$ cat src/rtl/call_return_sequencer_if.sv
// Decoder, fetcher and data-RAM signals of the CALL/RET sequencer.
// The sequencer uses the slave modport; the master side drives strobes and returns RAM data.
interface call_return_sequencer_if #(
    parameter int unsigned ADDR_WIDTH = 16
);
    logic                  call;
    logic                  ret;
    logic [ADDR_WIDTH-1:0] target;
    logic [ADDR_WIDTH-1:0] pc;
    logic [7:0]            ram_data_in;
    logic                  busy;
    logic                  done;
    logic [ADDR_WIDTH-1:0] ram_addr;
    logic [7:0]            ram_data_out;
    logic                  ram_we;
    logic                  ram_re;
    logic [ADDR_WIDTH-1:0] pc_set;
    logic                  branch;
    logic [ADDR_WIDTH-1:0] sp;
    logic                  stack_fault;

    modport master (
        output call, ret, target, pc, ram_data_in,
        input  busy, done, ram_addr, ram_data_out, ram_we, ram_re, pc_set, branch, sp,
               stack_fault
    );

    modport slave (
        input  call, ret, target, pc, ram_data_in,
        output busy, done, ram_addr, ram_data_out, ram_we, ram_re, pc_set, branch, sp,
               stack_fault
    );
endinterface

$ cat src/rtl/call_return_sequencer.sv
// Multi-cycle CALL/RET executor: pushes or pops a 16-bit return address on an upward-growing
// byte stack in data RAM and redirects the fetcher. Every output is registered per state.
module call_return_sequencer #(
    parameter int unsigned          ADDR_WIDTH  = 16,
    parameter logic [ADDR_WIDTH-1:0] SP_RESET    = 16'h00FF,
    parameter logic [ADDR_WIDTH-1:0] STACK_LIMIT = 16'h01FF
) (
    input logic                    clk_i,
    input logic                    rst_i,
    call_return_sequencer_if.slave bus_io
);
    typedef enum logic [2:0] {
        StIdle, StPushLo, StPushHi, StPopHi, StPopLo, StPopWait, StJump, StFault
    } state_e;

    localparam logic [ADDR_WIDTH-1:0] One    = ADDR_WIDTH'(1);
    localparam logic [ADDR_WIDTH-1:0] Two    = ADDR_WIDTH'(2);
    localparam logic [ADDR_WIDTH-1:0] PopMin = SP_RESET + Two;

    state_e                state_q;
    logic [ADDR_WIDTH-1:0] sp_q;
    logic                  fault_q;
    logic [ADDR_WIDTH-1:0] ret_addr_q;
    logic [ADDR_WIDTH-1:0] target_q;
    logic [7:0]            hi_q;
    logic                  busy_q, done_q, we_q, re_q, branch_q;
    logic [ADDR_WIDTH-1:0] addr_q;
    logic [7:0]            dout_q;
    logic [ADDR_WIDTH-1:0] pc_set_q;

    // One extra bit so the overflow compare cannot itself wrap.
    logic [ADDR_WIDTH:0]   sp_push_end;
    logic                  push_ovf;
    logic                  pop_unf;
    logic [ADDR_WIDTH-1:0] pc_next;

    assign sp_push_end = {1'b0, sp_q} + {1'b0, Two};
    assign push_ovf    = sp_push_end > {1'b0, STACK_LIMIT};
    assign pop_unf     = sp_q < PopMin;
    assign pc_next     = bus_io.pc + One;

    always_ff @(posedge clk_i or posedge rst_i) begin
        if (rst_i) begin
            state_q    <= StIdle;
            sp_q       <= SP_RESET;
            fault_q    <= 1'b0;
            ret_addr_q <= '0;
            target_q   <= '0;
            hi_q       <= '0;
            busy_q     <= 1'b0;
            done_q     <= 1'b0;
            we_q       <= 1'b0;
            re_q       <= 1'b0;
            branch_q   <= 1'b0;
            addr_q     <= '0;
            dout_q     <= '0;
            pc_set_q   <= '0;
        end else begin
            busy_q   <= 1'b0;
            done_q   <= 1'b0;
            we_q     <= 1'b0;
            re_q     <= 1'b0;
            branch_q <= 1'b0;
            addr_q   <= '0;
            dout_q   <= '0;
            pc_set_q <= '0;
            unique case (state_q)
                StIdle: begin
                    // Call has priority; a simultaneous Ret is dropped.
                    if (bus_io.call) begin
                        busy_q <= 1'b1;
                        if (push_ovf) begin
                            state_q <= StFault;
                            done_q  <= 1'b1;
                            fault_q <= 1'b1;
                        end else begin
                            state_q    <= StPushLo;
                            ret_addr_q <= pc_next;
                            target_q   <= bus_io.target;
                            we_q       <= 1'b1;
                            addr_q     <= sp_q + One;
                            dout_q     <= pc_next[7:0];
                        end
                    end else if (bus_io.ret) begin
                        busy_q <= 1'b1;
                        if (pop_unf) begin
                            state_q <= StFault;
                            done_q  <= 1'b1;
                            fault_q <= 1'b1;
                        end else begin
                            state_q <= StPopHi;
                            re_q    <= 1'b1;
                            addr_q  <= sp_q;
                        end
                    end
                end
                StPushLo: begin
                    state_q <= StPushHi;
                    sp_q    <= sp_q + One;
                    busy_q  <= 1'b1;
                    we_q    <= 1'b1;
                    addr_q  <= sp_q + Two;
                    dout_q  <= ret_addr_q[15:8];
                end
                StPushHi: begin
                    state_q  <= StJump;
                    sp_q     <= sp_q + One;
                    busy_q   <= 1'b1;
                    done_q   <= 1'b1;
                    branch_q <= 1'b1;
                    pc_set_q <= target_q;
                end
                StPopHi: begin
                    state_q <= StPopLo;
                    busy_q  <= 1'b1;
                    re_q    <= 1'b1;
                    addr_q  <= sp_q - One;
                end
                StPopLo: begin
                    state_q <= StPopWait;
                    hi_q    <= bus_io.ram_data_in;
                    busy_q  <= 1'b1;
                end
                StPopWait: begin
                    state_q  <= StJump;
                    sp_q     <= sp_q - Two;
                    busy_q   <= 1'b1;
                    done_q   <= 1'b1;
                    branch_q <= 1'b1;
                    pc_set_q <= {hi_q, bus_io.ram_data_in};
                end
                StJump:  state_q <= StIdle;
                StFault: state_q <= StIdle;
            endcase
        end
    end

    assign bus_io.busy         = busy_q;
    assign bus_io.done         = done_q;
    assign bus_io.ram_we       = we_q;
    assign bus_io.ram_re       = re_q;
    assign bus_io.branch       = branch_q;
    assign bus_io.ram_addr     = addr_q;
    assign bus_io.ram_data_out = dout_q;
    assign bus_io.pc_set       = pc_set_q;
    assign bus_io.sp           = sp_q;
    assign bus_io.stack_fault  = fault_q;
endmodule

$ cat src/flat_wrapper.sv
// flat-port wrapper written by rule: the top's interface ports become plain ports
module call_return_sequencer_flat 
#(
    parameter int unsigned          ADDR_WIDTH  = 16,
    parameter logic [ADDR_WIDTH-1:0] SP_RESET    = 16'h00FF,
    parameter logic [ADDR_WIDTH-1:0] STACK_LIMIT = 16'h01FF
)
  (clk_i, rst_i, bus_io_call, bus_io_ret, bus_io_target, bus_io_pc, bus_io_ram_data_in, bus_io_busy, bus_io_done, bus_io_ram_addr, bus_io_ram_data_out, bus_io_ram_we, bus_io_ram_re, bus_io_pc_set, bus_io_branch, bus_io_sp, bus_io_stack_fault);
  call_return_sequencer_if #(.ADDR_WIDTH(ADDR_WIDTH)) bus_io_i ();
  input logic clk_i;
  input logic rst_i;
  input wire logic [$bits(bus_io_i.call)-1:0] bus_io_call;
  input wire logic [$bits(bus_io_i.ret)-1:0] bus_io_ret;
  input wire logic [$bits(bus_io_i.target)-1:0] bus_io_target;
  input wire logic [$bits(bus_io_i.pc)-1:0] bus_io_pc;
  input wire logic [$bits(bus_io_i.ram_data_in)-1:0] bus_io_ram_data_in;
  output wire logic [$bits(bus_io_i.busy)-1:0] bus_io_busy;
  output wire logic [$bits(bus_io_i.done)-1:0] bus_io_done;
  output wire logic [$bits(bus_io_i.ram_addr)-1:0] bus_io_ram_addr;
  output wire logic [$bits(bus_io_i.ram_data_out)-1:0] bus_io_ram_data_out;
  output wire logic [$bits(bus_io_i.ram_we)-1:0] bus_io_ram_we;
  output wire logic [$bits(bus_io_i.ram_re)-1:0] bus_io_ram_re;
  output wire logic [$bits(bus_io_i.pc_set)-1:0] bus_io_pc_set;
  output wire logic [$bits(bus_io_i.branch)-1:0] bus_io_branch;
  output wire logic [$bits(bus_io_i.sp)-1:0] bus_io_sp;
  output wire logic [$bits(bus_io_i.stack_fault)-1:0] bus_io_stack_fault;
  assign bus_io_i.call = bus_io_call;
  assign bus_io_i.ret = bus_io_ret;
  assign bus_io_i.target = bus_io_target;
  assign bus_io_i.pc = bus_io_pc;
  assign bus_io_i.ram_data_in = bus_io_ram_data_in;
  assign bus_io_busy = bus_io_i.busy;
  assign bus_io_done = bus_io_i.done;
  assign bus_io_ram_addr = bus_io_i.ram_addr;
  assign bus_io_ram_data_out = bus_io_i.ram_data_out;
  assign bus_io_ram_we = bus_io_i.ram_we;
  assign bus_io_ram_re = bus_io_i.ram_re;
  assign bus_io_pc_set = bus_io_i.pc_set;
  assign bus_io_branch = bus_io_i.branch;
  assign bus_io_sp = bus_io_i.sp;
  assign bus_io_stack_fault = bus_io_i.stack_fault;
  call_return_sequencer #(.ADDR_WIDTH(ADDR_WIDTH), .SP_RESET(SP_RESET), .STACK_LIMIT(STACK_LIMIT)) u_core (.clk_i(clk_i), .rst_i(rst_i), .bus_io(bus_io_i));
endmodule
$ cat config.mk
export PLATFORM = sky130hd
export DESIGN_NAME = call_return_sequencer_flat
export DESIGN_NICKNAME = d
export VERILOG_FILES = /design/src/rtl/call_return_sequencer_if.sv /design/src/rtl/call_return_sequencer.sv /design/src/flat_wrapper.sv
export SDC_FILE = /design/constraint.sdc
export NUM_CORES = 1
export LEC_CHECK = 0
export BUFFER_PORTS_ARGS = -buffer_cell sky130_fd_sc_hd__buf_2
export CAP_MARGIN = 20
export CORE_MARGIN = 1
export CORE_UTILIZATION = 35
export DETAILED_ROUTE_END_ITERATION = 10
export PLACE_DENSITY_LB_ADDON = 0.3
export SLEW_MARGIN = 20
export SYNTH_ARGS = -nofsm -noshare
export SYNTH_HDL_FRONTEND = slang
export SYNTH_SLANG_ARGS = --single-unit
$ cat constraint.sdc
create_clock -name clk_i -period 4.9 [get_ports clk_i]
set_clock_uncertainty 0.1 [all_clocks]
set_input_delay 0.49 -clock clk_i [delete_from_list [all_inputs] [get_ports clk_i]]
set_output_delay 0.49 -clock clk_i [all_outputs]
set_load 0.005 [all_outputs]
# Yosys cells after proc, flatten, opt, wreduce, memory -nomap -nowiden
# Cells that the tools add are included.
[classes] mux=35 bitwise=1 n_reduce_logical=10 n_addsub=6 n_eq_ne=9 n_lt_le_gt_ge=2
[ops] operator="16-bit 2-to-1 mux" count=4
[ops] operator="16-bit one-hot mux with 2 select lines" count=2
[ops] operator="16-bit one-hot mux with 3 select lines" count=1
[ops] operator="16-bit by 1-bit adder with 16-bit output, second input constant" count=2
[ops] operator="3-bit one-hot mux with 6 select lines" count=1
[ops] operator="16-bit by 2-bit adder with 17-bit output, second input constant" count=1
[ops] operator="17-bit by 9-bit > comparator with 1-bit output, second input constant" count=1
[ops] operator="16-bit by 2-bit adder with 16-bit output, second input constant" count=1
[ops] operator="16-bit by 9-bit < comparator with 1-bit output, second input constant" count=1
[ops] operator="1-bit 2-to-1 mux" count=16
[ops] operator="8-bit 2-to-1 mux" count=2
[ops] operator="8-bit one-hot mux with 2 select lines" count=1
[ops] operator="16-bit by 1-bit subtractor with 16-bit output, second input constant" count=1
[ops] operator="16-bit by 2-bit subtractor with 16-bit output, second input constant" count=1
[ops] operator="3-bit equality test, second input constant" count=4
[ops] operator="3-bit 2-to-1 mux" count=4
[ops] operator="1-bit one-hot mux with 2 select lines" count=4
[ops] operator="3-bit by 2-bit equality test with 1-bit output, second input constant" count=2
[ops] operator="2-bit nonzero test" count=3
[ops] operator="2-bit OR reduction" count=3
[ops] operator="5-bit OR reduction" count=1
[ops] operator="4-bit AND reduction" count=1
[ops] operator="3-bit by 1-bit equality test with 1-bit output, second input constant" count=1
[ops] operator="3-bit logical NOT" count=1
[ops] operator="other kinds (4)" count=4
[totals] input_bits=44 regBits=105 word_cells=77

# Logic depth before layout (Yosys ltp)
# Gate-level depths: netlist (run 1).
[depth] depth_word=5 ltp_mapped=10 mapped_depth_nobuf=8

# Worst setup path after synthesis (run 1)
# OpenSTA, ideal clock, no wires.
[synth_timing] kind="register to register" from="reg u_core.sp_q[1] (netlist: u_core.bus_io.sp[1])" to="reg u_core.ret_addr_q[10]" period_less_slack_ps=2879 n_path_buf=2 required_ps=4675 path_slack_ps=2021 t_arrival_ps=2654 path_stages_with_launch=10 cell_sequence="dfstp_2 ha_1 clkbuf_1 nand4_1 nor3_1 a31oi_1 nor4b_4 nand3_4 buf_6 mux2_4"
[synth_via] elab_chain_cells=4
[synth_rtl] element="from (decl)" line_no="call_return_sequencer.sv:21" rtl="logic [ADDR_WIDTH-1:0] sp_q;"
[synth_rtl] element="from (signal assigned)" line_no="call_return_sequencer.sv:99" rtl="sp_q <= sp_q + One;"
[synth_rtl] element="from (signal assigned)" line_no="call_return_sequencer.sv:107" rtl="sp_q <= sp_q + One;"
[synth_rtl] element="from (signal assigned)" line_no="call_return_sequencer.sv:126" rtl="sp_q <= sp_q - Two;"
[synth_rtl] element="16-bit by 2-bit adder with 17-bit output" line_no="call_return_sequencer.sv:37" rtl="assign sp_push_end = {1'b0, sp_q} + {1'b0, Two};"
[synth_rtl] element="17-bit by 9-bit > comparator with 1-bit output" line_no="call_return_sequencer.sv:38" rtl="assign push_ovf = sp_push_end > {1'b0, STACK_LIMIT};"
[synth_rtl] element="1-bit inverter (no line)"
[synth_rtl] element="3-bit AND reduction (no line)"
[synth_rtl] element="to (signal assigned)" line_no="call_return_sequencer.sv:78" rtl="ret_addr_q <= pc_next;"
[synth_rtl] element="to (decl)" line_no="call_return_sequencer.sv:23" rtl="logic [ADDR_WIDTH-1:0] ret_addr_q;"
# Every way passes these cells.
# A chain may end at the register's enable or synchronous reset.

# Worst setup path after layout (run 1)
[layout_timing] from="reg u_core.sp_q[2] (netlist: u_core.bus_io.sp[2])" to="reg u_core.target_q[3]"
[layout_via] elab_chain_cells=4
[layout_rtl] element="16-bit by 2-bit adder with 17-bit output" line_no="call_return_sequencer.sv:37"
[layout_rtl] element="17-bit by 9-bit > comparator with 1-bit output" line_no="call_return_sequencer.sv:38"
[layout_rtl] element="1-bit inverter (no line)"
[layout_rtl] element="3-bit AND reduction (no line)"
[layout_rtl] element="to (signal assigned)" line_no="call_return_sequencer.sv:79" rtl="target_q <= bus_io.target;"
[layout_rtl] element="to (decl)" line_no="call_return_sequencer.sv:24" rtl="logic [ADDR_WIDTH-1:0] target_q;"
# Every way passes these cells.

==> impl_metrics.json, run 1 <==
{
  "outcome": "completed",
  "cp_data_required_time_ps": 5030,
  "hold_class": "input port to asynchronous set/reset pin",
  "grt_setup_unrepaired": "no",
  "dr_total_vias": 4490,
  "netlist_instances": 521,
  "dieWidth_um": 125,
  "num_antenna_cells": 0,
  "pre_cts_slack_ps": 1240,
  "slew_violations": 0,
  "fill_cells": 1381,
  "grt_use_total_pct": 19.1,
  "p_per_area_nw_per_um2": 545,
  "routedWlPerCell_um": 18.5,
  "synth-seq-cells": 97,
  "cts_max_path_buffers": 2,
  "synthAdderAreaFrac_pct": 1.90,
  "wirelength_mm": 14.7,
  "dieHeight_um": 125,
  "nets": 656,
  "gr-total-overflow": 0,
  "start_util_pct": 36.1,
  "r2r_start": "u_core.bus_io.sp[2]",
  "peakVddDrop_uv": 217,
  "crit_path_end_kind": "flip-flop",
  "mostFrequentLayoutCells": "buf_2, dfrtp_1, nand2_1",
  "grt_pass1_vias": 4408,
  "min_period_over_period_pct": 76.9,
  "tns_ps": 0,
  "rr_endpoint": "u_core.target_q[3]",
  "floorplan.core_area_um2": 14600,
  "synth-compound-area-share_pct": 15.9,
  "cts.clk_slew.worst_paths_ps": 70,
  "relSlewSlack_pct": 40.6,
  "numCtsBuffers": 9,
  "gp_congestion": 0.874,
  "r2r_slack_ps": 1130,
  "grt_pass1_wl_mm": 23.7,
  "ys_warn_count": 0,
  "setup_viol": 0,
  "boundaryPins": 106,
  "syn_area_per_cell_um2": 10.1,
  "finalCriticalPeriod_ps": 3770,
  "mappedNetlistNets": 573,
  "ctsHtreeMaxLevel": 3,
  "ctsResizeCount": 0,
  "critPathKind": "flip-flop to flip-flop",
  "drive_gt1_share_pct": 29.1,
  "fin_total_pwr_mw": 3.39,
  "critPathArrivalTime_ps": 3890,
  "drtIter0Drc": 384,
  "startpoint_type": "flip-flop",
  "antenna_found_initial": 1,
  "seq_area_frac_synth_pct": 46.3,
  "hpwl_mm": 10.1,
  "synth_top_family_by_area": "simple AND/OR/NAND/NOR gates",
  "worst_slew_pin_slew_ps": 889,
  "drt-pass1-iter-count": 6,
  "tritoncts": "yes",
  "cts.sinks": 97,
  "reg2reg_depth": 8,
  "portBuffers": 105,
  "synth_simple_gate_area_share_pct": 16.7,
  "area_delta_synth_final_pct": 18.1,
  "grt_start_max_net_pins": 56,
  "leakage_nw": 2.90,
  "synthMuxAreaShare_pct": 9.05,
  "num_rows": 44,
  "die-area_um2": 15500,
  "syn_area_um2": 5270,
  "fmax_mhz": 266,
  "ys.flop_type": "dfrtp_1",
  "ys_types": 61,
  "fin_ws_ps": 1130,
  "drtAntennaViolNets": 0,
  "clk_latency_ps": 350,
  "drcViolationCount": 0,
  "final_common_cell": "buf_2",
  "maxCapViolCount": 0,
  "ctsHoldBuffers": 0,
  "postCtsSetupBuffers": 0,
  "hold_viol": 0,
  "synth_xor_area_share_pct": 6.32,
  "cp_max_fo": 34,
  "vias_per_cell": 5.66,
  "synth_edf_count": 0,
  "cts-root-buf": "clkbuf_16",
  "synthArstFlopShare_pct": 100
}
## worst max-delay path, stage by stage (launching register included)
cell,delay [ps]
dfstp_2,670
ha_1,380
nand4_1,300
nor3_1,450
a31oi_1,200
nor4b_4,230
buf_4,240
nand3_4,530
mux2_4,510
## area by class of cell
class	count	area [um2]	area share, %
multi-input combinational	374	2630	42.2
sequential	97	2440	39.2
timing repair buffer	111	571	9.17
clock buffer	11	233	3.74
tap	184	230	3.70
clock inverter	5	85.1	1.37
inverter	11	43.8	0.704
## synth_stat cells, drive strengths merged (2+ instances only)
cell type,number,area [um2]
a2111oi,3,26.3
a211o,3,26.3
a211oi,5,37.5
a21boi,2,15.0
a21oi,17,85.1
a221oi,4,35.0
a22o,16,140
a22oi,3,22.5
a31oi,7,43.8
a32oi,7,61.3
and2,5,31.3
and3,8,50.1
buf,8,48.8
clkbuf,31,116
dfrtp,89,2230
dfstp,8,210
ha,8,100
inv,11,41.3
mux2,33,447
mux2i,3,30.0
nand2,38,143
nand2b,4,25.0
nand3,25,138
nand3b,2,15.0
nand4,6,37.5
nor2,37,139
nor3,12,60.1
nor3b,5,37.5
nor4,4,25.0
o21a,2,15.0
o21ai,33,165
o22ai,8,50.1
o31a,2,17.5
or2,7,43.8
or3,6,37.5
or4,4,30.0
xnor2,27,236
xor2,11,96.3
## power breakdown
part           switching (mW)  leakage (nW)  internal [mW]
combinational           0.695          1.50          0.551
clock                   0.318         0.151          0.452
sequential              0.337          1.25           1.04
## registers in the layout, summed over array words and instances, names as in the netlist
name / cells
u_core.bus_io.branch: 1
u_core.bus_io.busy: 1
u_core.bus_io.done: 1
u_core.bus_io.pc_set: 16
u_core.bus_io.ram_addr: 16
u_core.bus_io.ram_data_out: 8
u_core.bus_io.ram_re: 1
u_core.bus_io.ram_we: 1
u_core.bus_io.sp: 16
u_core.bus_io.stack_fault: 1
u_core.hi_q: 8
u_core.ret_addr_q: 8
u_core.state_q: 3
u_core.target_q: 16
## how the worst max path moves through the flow
| stage | end | from | cells after the start | slack [ps] |
|---|---|---|---|---|
| floorplan | u_core.bus_io.branch | rst_i | 1 | 1790 |
| global placement | u_core.target_q[11] | u_core.bus_io.sp[2] | 8 | 1350 |
| detailed placement | u_core.target_q[12] | u_core.bus_io.sp[2] | 8 | 1240 |
| CTS | u_core.target_q[3] | u_core.bus_io.sp[2] | 8 | 1220 |
| global route | u_core.target_q[3] | u_core.bus_io.sp[2] | 8 | 990 |
| finish | u_core.target_q[3] | u_core.bus_io.sp[2] | 8 | 1130 |
## kinds of logic after synthesis
kind of cell	count (synthesis)
AND/OR/NAND/NOR	169
AO/OA/AOI/OAI	123
multiplexers	36
XOR/XNOR	38
buffers and inverters	50
adder cells (fa/ha/maj)	8
flip-flops	97
## routing by layer
metal	wire length, um	share of wire (%)	track usage (%)	vias to the layer above
met5	0	0	0	-
met4	363	2.5	8.08	0
met3	939	6.4	4.55	34
met2	6880	47	30.0	181
met1	6500	44	25.2	2209
li1	-	-	-	2066
## metrics by stage
step,utilization [%],cells,hold slack (ps),instance area [um2]
4_1_cts,42.7,793,191,6220
3_3_place_gp,40.5,777,374,5910
6_report,42.7,793,144,6220
2_1_floorplan,-,521,350,5270
3_5_place_dp,40.5,777,375,5910
5_1_grt,42.7,793,215,6220
No activity file was read; power rests on OpenSTA's default activity.
==> run 2: changes to the inputs <==
Clock period 4.9 ns to 3.45 ns, I/O delays scaled along.
==> run 2 against run 1 <==
Effect of this change:
- fmax increased by 14%
- first-iteration DRC count increased by 4.7%
- die area unchanged
- combinational power increased by 58%
- non-clock buffer count increased by 13
- worst setup slack got worse by 980 ps
- worst hold slack got worse by 130 ps
- wire length increased by 0.85%
- via count increased by 1.3%
- sequential power increased by 33%
- global-route usage increased by 0.14 points
- largest power group is now combinational cells
==> impl_metrics.json, run 2 (synthesis results as in run 1) <==
{
  "die-area_um2": 15500,
  "place_area_um2": 6030,
  "multiInputGateArea_um2": 2630,
  "dieHeight_um": 125,
  "cp_max_fo": 25,
  "drcViolationCount": 0,
  "r2r_slack_ps": 150,
  "worst_slew_pin_slew_ps": 743,
  "leakage_nw": 2.97,
  "peakVddDrop_uv": 316,
  "cts_max_path_buffers": 2,
  "numCtsBuffers": 9,
  "grt_setup_unrepaired": "no",
  "dr_total_vias": 4549,
  "ctsHtreeMaxLevel": 3,
  "fin_area_um2": 6340,
  "rr_endpoint": "u_core.target_q[11]",
  "grt_use_total_pct": 19.3,
  "startpoint": "u_core.bus_io.sp[7]",
  "seqCellArea_um2": 2440,
  "dieWidth_um": 125,
  "hpwl_mm": 10.3,
  "drive_gt1_share_pct": 30.9,
  "cts.sinks": 97,
  "fmax_mhz": 303,
  "drtAntennaViolNets": 0,
  "reg2reg_depth": 7,
  "num_rows": 44,
  "p_per_area_nw_per_um2": 771,
  "portBuffers": 105,
  "post-route-util_pct": 43.5,
  "wirelength_mm": 14.8,
  "tritoncts": "yes",
  "crit_path_end": "u_core.target_q[11]",
  "tns_ps": 0,
  "ctsHoldBuffers": 0,
  "slew_violations": 0,
  "r2r_start": "u_core.bus_io.sp[7]",
  "antenna_found_initial": 0,
  "ctsResizeCount": 0,
  "routedWlPerCell_um": 18.4,
  "gr-total-overflow": 0,
  "start_util_pct": 36.1,
  "mostFrequentLayoutCells": "buf_2, dfrtp_1, nand2_1",
  "min_period_over_period_pct": 95.5,
  "critPathKind": "flip-flop to flip-flop",
  "hold_class": "input port to asynchronous set/reset pin",
  "cts.clk_slew.worst_paths_ps": 80,
  "area_delta_synth_final_pct": 20.3,
  "boundaryPins": 106,
  "postCtsSetupBuffers": 0,
  "final_common_cell": "buf_2",
  "cp_data_required_time_ps": 3590,
  "nets": 669,
  "crit_path_end_kind": "flip-flop",
  "maxCapViolCount": 0,
  "drt-pass1-iter-count": 5,
  "finalCriticalPeriod_ps": 3300,
  "cts-root-buf": "clkbuf_16",
  "relSlewSlack_pct": 50.5,
  "setup_viol": 0,
  "grt_pass1_vias": 4469,
  "startpoint_type": "flip-flop",
  "floorplan.core_area_um2": 14600,
  "outcome": "completed",
  "clk_latency_ps": 360,
  "grt_start_max_net_pins": 57,
  "critPathArrivalTime_ps": 3430,
  "grt_pass1_wl_mm": 23.7,
  "vias_per_cell": 5.64,
  "hold_viol": 0,
  "num_antenna_cells": 0,
  "gp_congestion": 0.886,
  "fill_cells": 1389,
  "drtIter0Drc": 402
}
==> run 2: cell types whose count changed in the layout (fill, tap and decap cells not counted) <==
cell / previous run / this run
clkinvlp_4: 1 / 2
clkbuf_1: 2 / 0
inv_8: 0 / 2
buf_4: 6 / 17
buf_12: 0 / 2
bufinv_16: 2 / 1
==> run 2: worst max-delay path, stage by stage (launching register included) <==
cell and delay, ps:
dfstp_2 680, nand4_1 290, or4_1 560, a32o_1 310
nor4b_4 370, nand3_4 260, buf_12 270, mux2_4 310
==> run 2: final cells by class <==
class	count	area share [%]
inverters	11	0.691
clock inverters	7	1.34
repair buffers	124	10.9
well taps	184	3.63
clock buffers	9	3.55
multi-input cells	374	41.4
flip-flops and latches	97	38.4
==> run 2: per-layer routing <==
layer  global-route usage (%)  vias up  share of wire (%)  wire length [um]
met5                        0        -                  0                 0
met4                     9.71        0                3.2               469
met3                     4.51       37                6.9              1030
met2                     29.3      211                 46              6760
met1                     25.6     2221                 44              6560
li1                         -     2080                  -                 -
==> run 2: worst min-delay path by stage <==
stage | start | to | slack, ps | cells after the start
floorplan | u_core.ret_addr_q[12] | u_core.bus_io.ram_data_out[4] | 350 | 2
global placement | u_core.bus_io.stack_fault | u_core.bus_io.stack_fault | 360 | 1
detailed placement | u_core.bus_io.stack_fault | u_core.bus_io.stack_fault | 370 | 1
CTS | rst_i | u_core.bus_io.pc_set[3] | 50 | 2
global route | rst_i | u_core.bus_io.pc_set[3] | 80 | 2
finish | rst_i | u_core.target_q[3] | 10 | 2
==> run 2: stage by stage <==
step | hold slack [ps] | total power [mW] | std cells | worst slack, ps
2_1_floorplan | 350 | 3.07 | 521 | 485
3_3_place_gp | 356 | 3.78 | 790 | 297
3_5_place_dp | 367 | 3.81 | 790 | 207
4_1_cts | 47.2 | 4.89 | 806 | 184
5_1_grt | 76.2 | 5.21 | 806 | 71.9
6_report | 13.3 | 4.89 | 806 | 155
==> run 2: report_power, final <==
part	total, mW	switching [mW]	internal (mW)
clock network	1.07	0.487	0.578
registers	1.84	0.360	1.48
logic	1.98	1.14	0.840
==> run 3: changes to the inputs <==
==> constraint.sdc (replaced) <==
create_clock -name clk_i -period 3.45 [get_ports clk_i]
set_clock_uncertainty 0.1 [all_clocks]
set_input_delay 0.1725 -clock clk_i [delete_from_list [all_inputs] [get_ports clk_i]]
set_output_delay 0.1725 -clock clk_i [all_outputs]
set_load 0.005 [all_outputs]
==> run 3 against run 2 <==
Effect of this change:
- wire length grew 2.3%
- via count grew 0.55%
- worst setup slack gained 37 ps
- critical path type unchanged
==> impl_metrics.json, run 3 (synthesis results as in run 1) <==
{
  "start_util_pct": 36.1,
  "drtAntennaViolNets": 0,
  "startpoint_type": "flip-flop",
  "gr-total-overflow": 0,
  "fin_area_um2": 6590,
  "drcViolationCount": 0,
  "dieHeight_um": 125,
  "ctsResizeCount": 0,
  "cts.clk_slew.worst_paths_ps": 70,
  "place_area_um2": 6020,
  "cts.sinks": 97,
  "worst_slew_pin_slew_ps": 753,
  "cp_data_required_time_ps": 3590,
  "cts_max_path_buffers": 2,
  "ctsHtreeMaxLevel": 3,
  "relSlewSlack_pct": 49.8,
  "routedWlPerCell_um": 18.2,
  "vias_per_cell": 5.50,
  "hpwl_mm": 10.5,
  "numCtsBuffers": 9,
  "grt_setup_unrepaired": "no",
  "cts-root-buf": "clkbuf_16",
  "grt_use_total_pct": 19.8,
  "critPathArrivalTime_ps": 3400,
  "tns_ps": 0,
  "outcome": "completed",
  "p_per_area_nw_per_um2": 752,
  "crit_path_end_kind": "flip-flop",
  "fill_cells": 1345,
  "clk_latency_ps": 350,
  "fmax_mhz": 307,
  "setup_viol": 0,
  "critPathKind": "flip-flop to flip-flop",
  "r2r_slack_ps": 190,
  "drt-pass1-iter-count": 4,
  "peakVddDrop_uv": 287,
  "drive_gt1_share_pct": 29.5,
  "grt_pass1_wl_mm": 24.3,
  "min_period_over_period_pct": 94.4,
  "portBuffers": 105,
  "num_rows": 44,
  "boundaryPins": 106,
  "finalCriticalPeriod_ps": 3260,
  "seqCellArea_um2": 2440,
  "die-area_um2": 15500,
  "fin_total_pwr_mw": 4.96,
  "maxCapViolCount": 0,
  "grt_pass1_vias": 4659,
  "antenna_found_initial": 1,
  "floorplan.core_area_um2": 14600,
  "area_delta_synth_final_pct": 25.1,
  "slew_violations": 0,
  "mostFrequentLayoutCells": "buf_2, dfrtp_1, nand2_1",
  "gp_congestion": 0.938,
  "tritoncts": "yes",
  "num_antenna_cells": 0,
  "dieWidth_um": 125,
  "hold_viol": 0,
  "wirelength_mm": 15.1,
  "nets": 695,
  "cp_max_fo": 25,
  "leakage_nw": 3.08,
  "hold_class": "input port to flip-flop",
  "final_common_cell": "buf_2",
  "drtIter0Drc": 359,
  "multiInputGateArea_um2": 2630,
  "grt_start_max_net_pins": 63,
  "dr_total_vias": 4574
}
-- run 3: cell count changes in the layout (fill, tap and decap cells not counted) --
cell,delta
inv_8,-2
clkinvlp_4,-2
bufinv_16,+1
inv_6,+1
buf_4,+2
dlygate4sd3_1,+25
clkbuf_1,+2
buf_12,-1
-- run 3: final cells by class --
cell class                 count  area share (%)
timing repair buffer         150            14.2
tap                          184            3.49
multi-input combinational    374            39.8
clock inverter                 5            1.31
sequential                    97            37.0
clock buffer                  11            3.53
inverter                      11           0.664
-- run 3: report_power, final --
part	leakage, nW	total, mW	switching, mW	internal [mW]
Sequential	1.25	1.85	0.365	1.48
Clock	0.155	1.10	0.456	0.644
Combinational	1.68	2.01	1.15	0.858
-- run 3: metrics by stage --
step	util, %	std cells	setup slack, ps	hold slack, ps
6_report	45.2	832	192	65.9
3_3_place_gp	41.3	791	311	249
5_1_grt	45.2	832	41.1	80.3
3_5_place_dp	41.3	791	213	268
2_1_floorplan	-	521	571	212
4_1_cts	45.2	832	198	48.9
-- run 3: path summary, 6_finish.rpt --
| check | end | from | cells after the start |
|---|---|---|---|
| worst max-delay path | u_core.target_q[10] | u_core.bus_io.sp[3] | 7 |
| min in group asynchronous | u_core.bus_io.pc_set[12] | rst_i | 3 |
| worst min-delay path | u_core.bus_io.ram_data_out[0] | bus_io_pc[0] | 4 |
| worst min register to register | u_core.bus_io.stack_fault | u_core.bus_io.stack_fault | 1 |
| max in group asynchronous | u_core.bus_io.sp[6] | rst_i | 4 |
| worst max register to register | u_core.target_q[10] | u_core.bus_io.sp[3] | 7 |
-- run 3: routing by layer --
metal | part of all wire (%) | GRT usage, % | wire length, um
met1 | 44 | 25.6 | 6620
met5 | 0 | 0 | 0
met3 | 6.5 | 3.99 | 984
met2 | 47 | 31.6 | 7100
met4 | 2.9 | 9.78 | 443
-- run 3: what timing repair did --
| action | 4_1_cts | 5_1_grt |
|---|---|---|
| setup buffers | 0 | 0 |
| hold endpoints to repair | 92 | 0 |
| hold buffers | 25 | 0 |
-- run 3: worst max-delay path, stage by stage (launching register included) --
cell     delay, ps
dfstp_2        740
nand3_1        220
or4_1          560
a32o_1         310
nor4b_4        360
nand3_4        250
buf_12         280
mux2_4         310
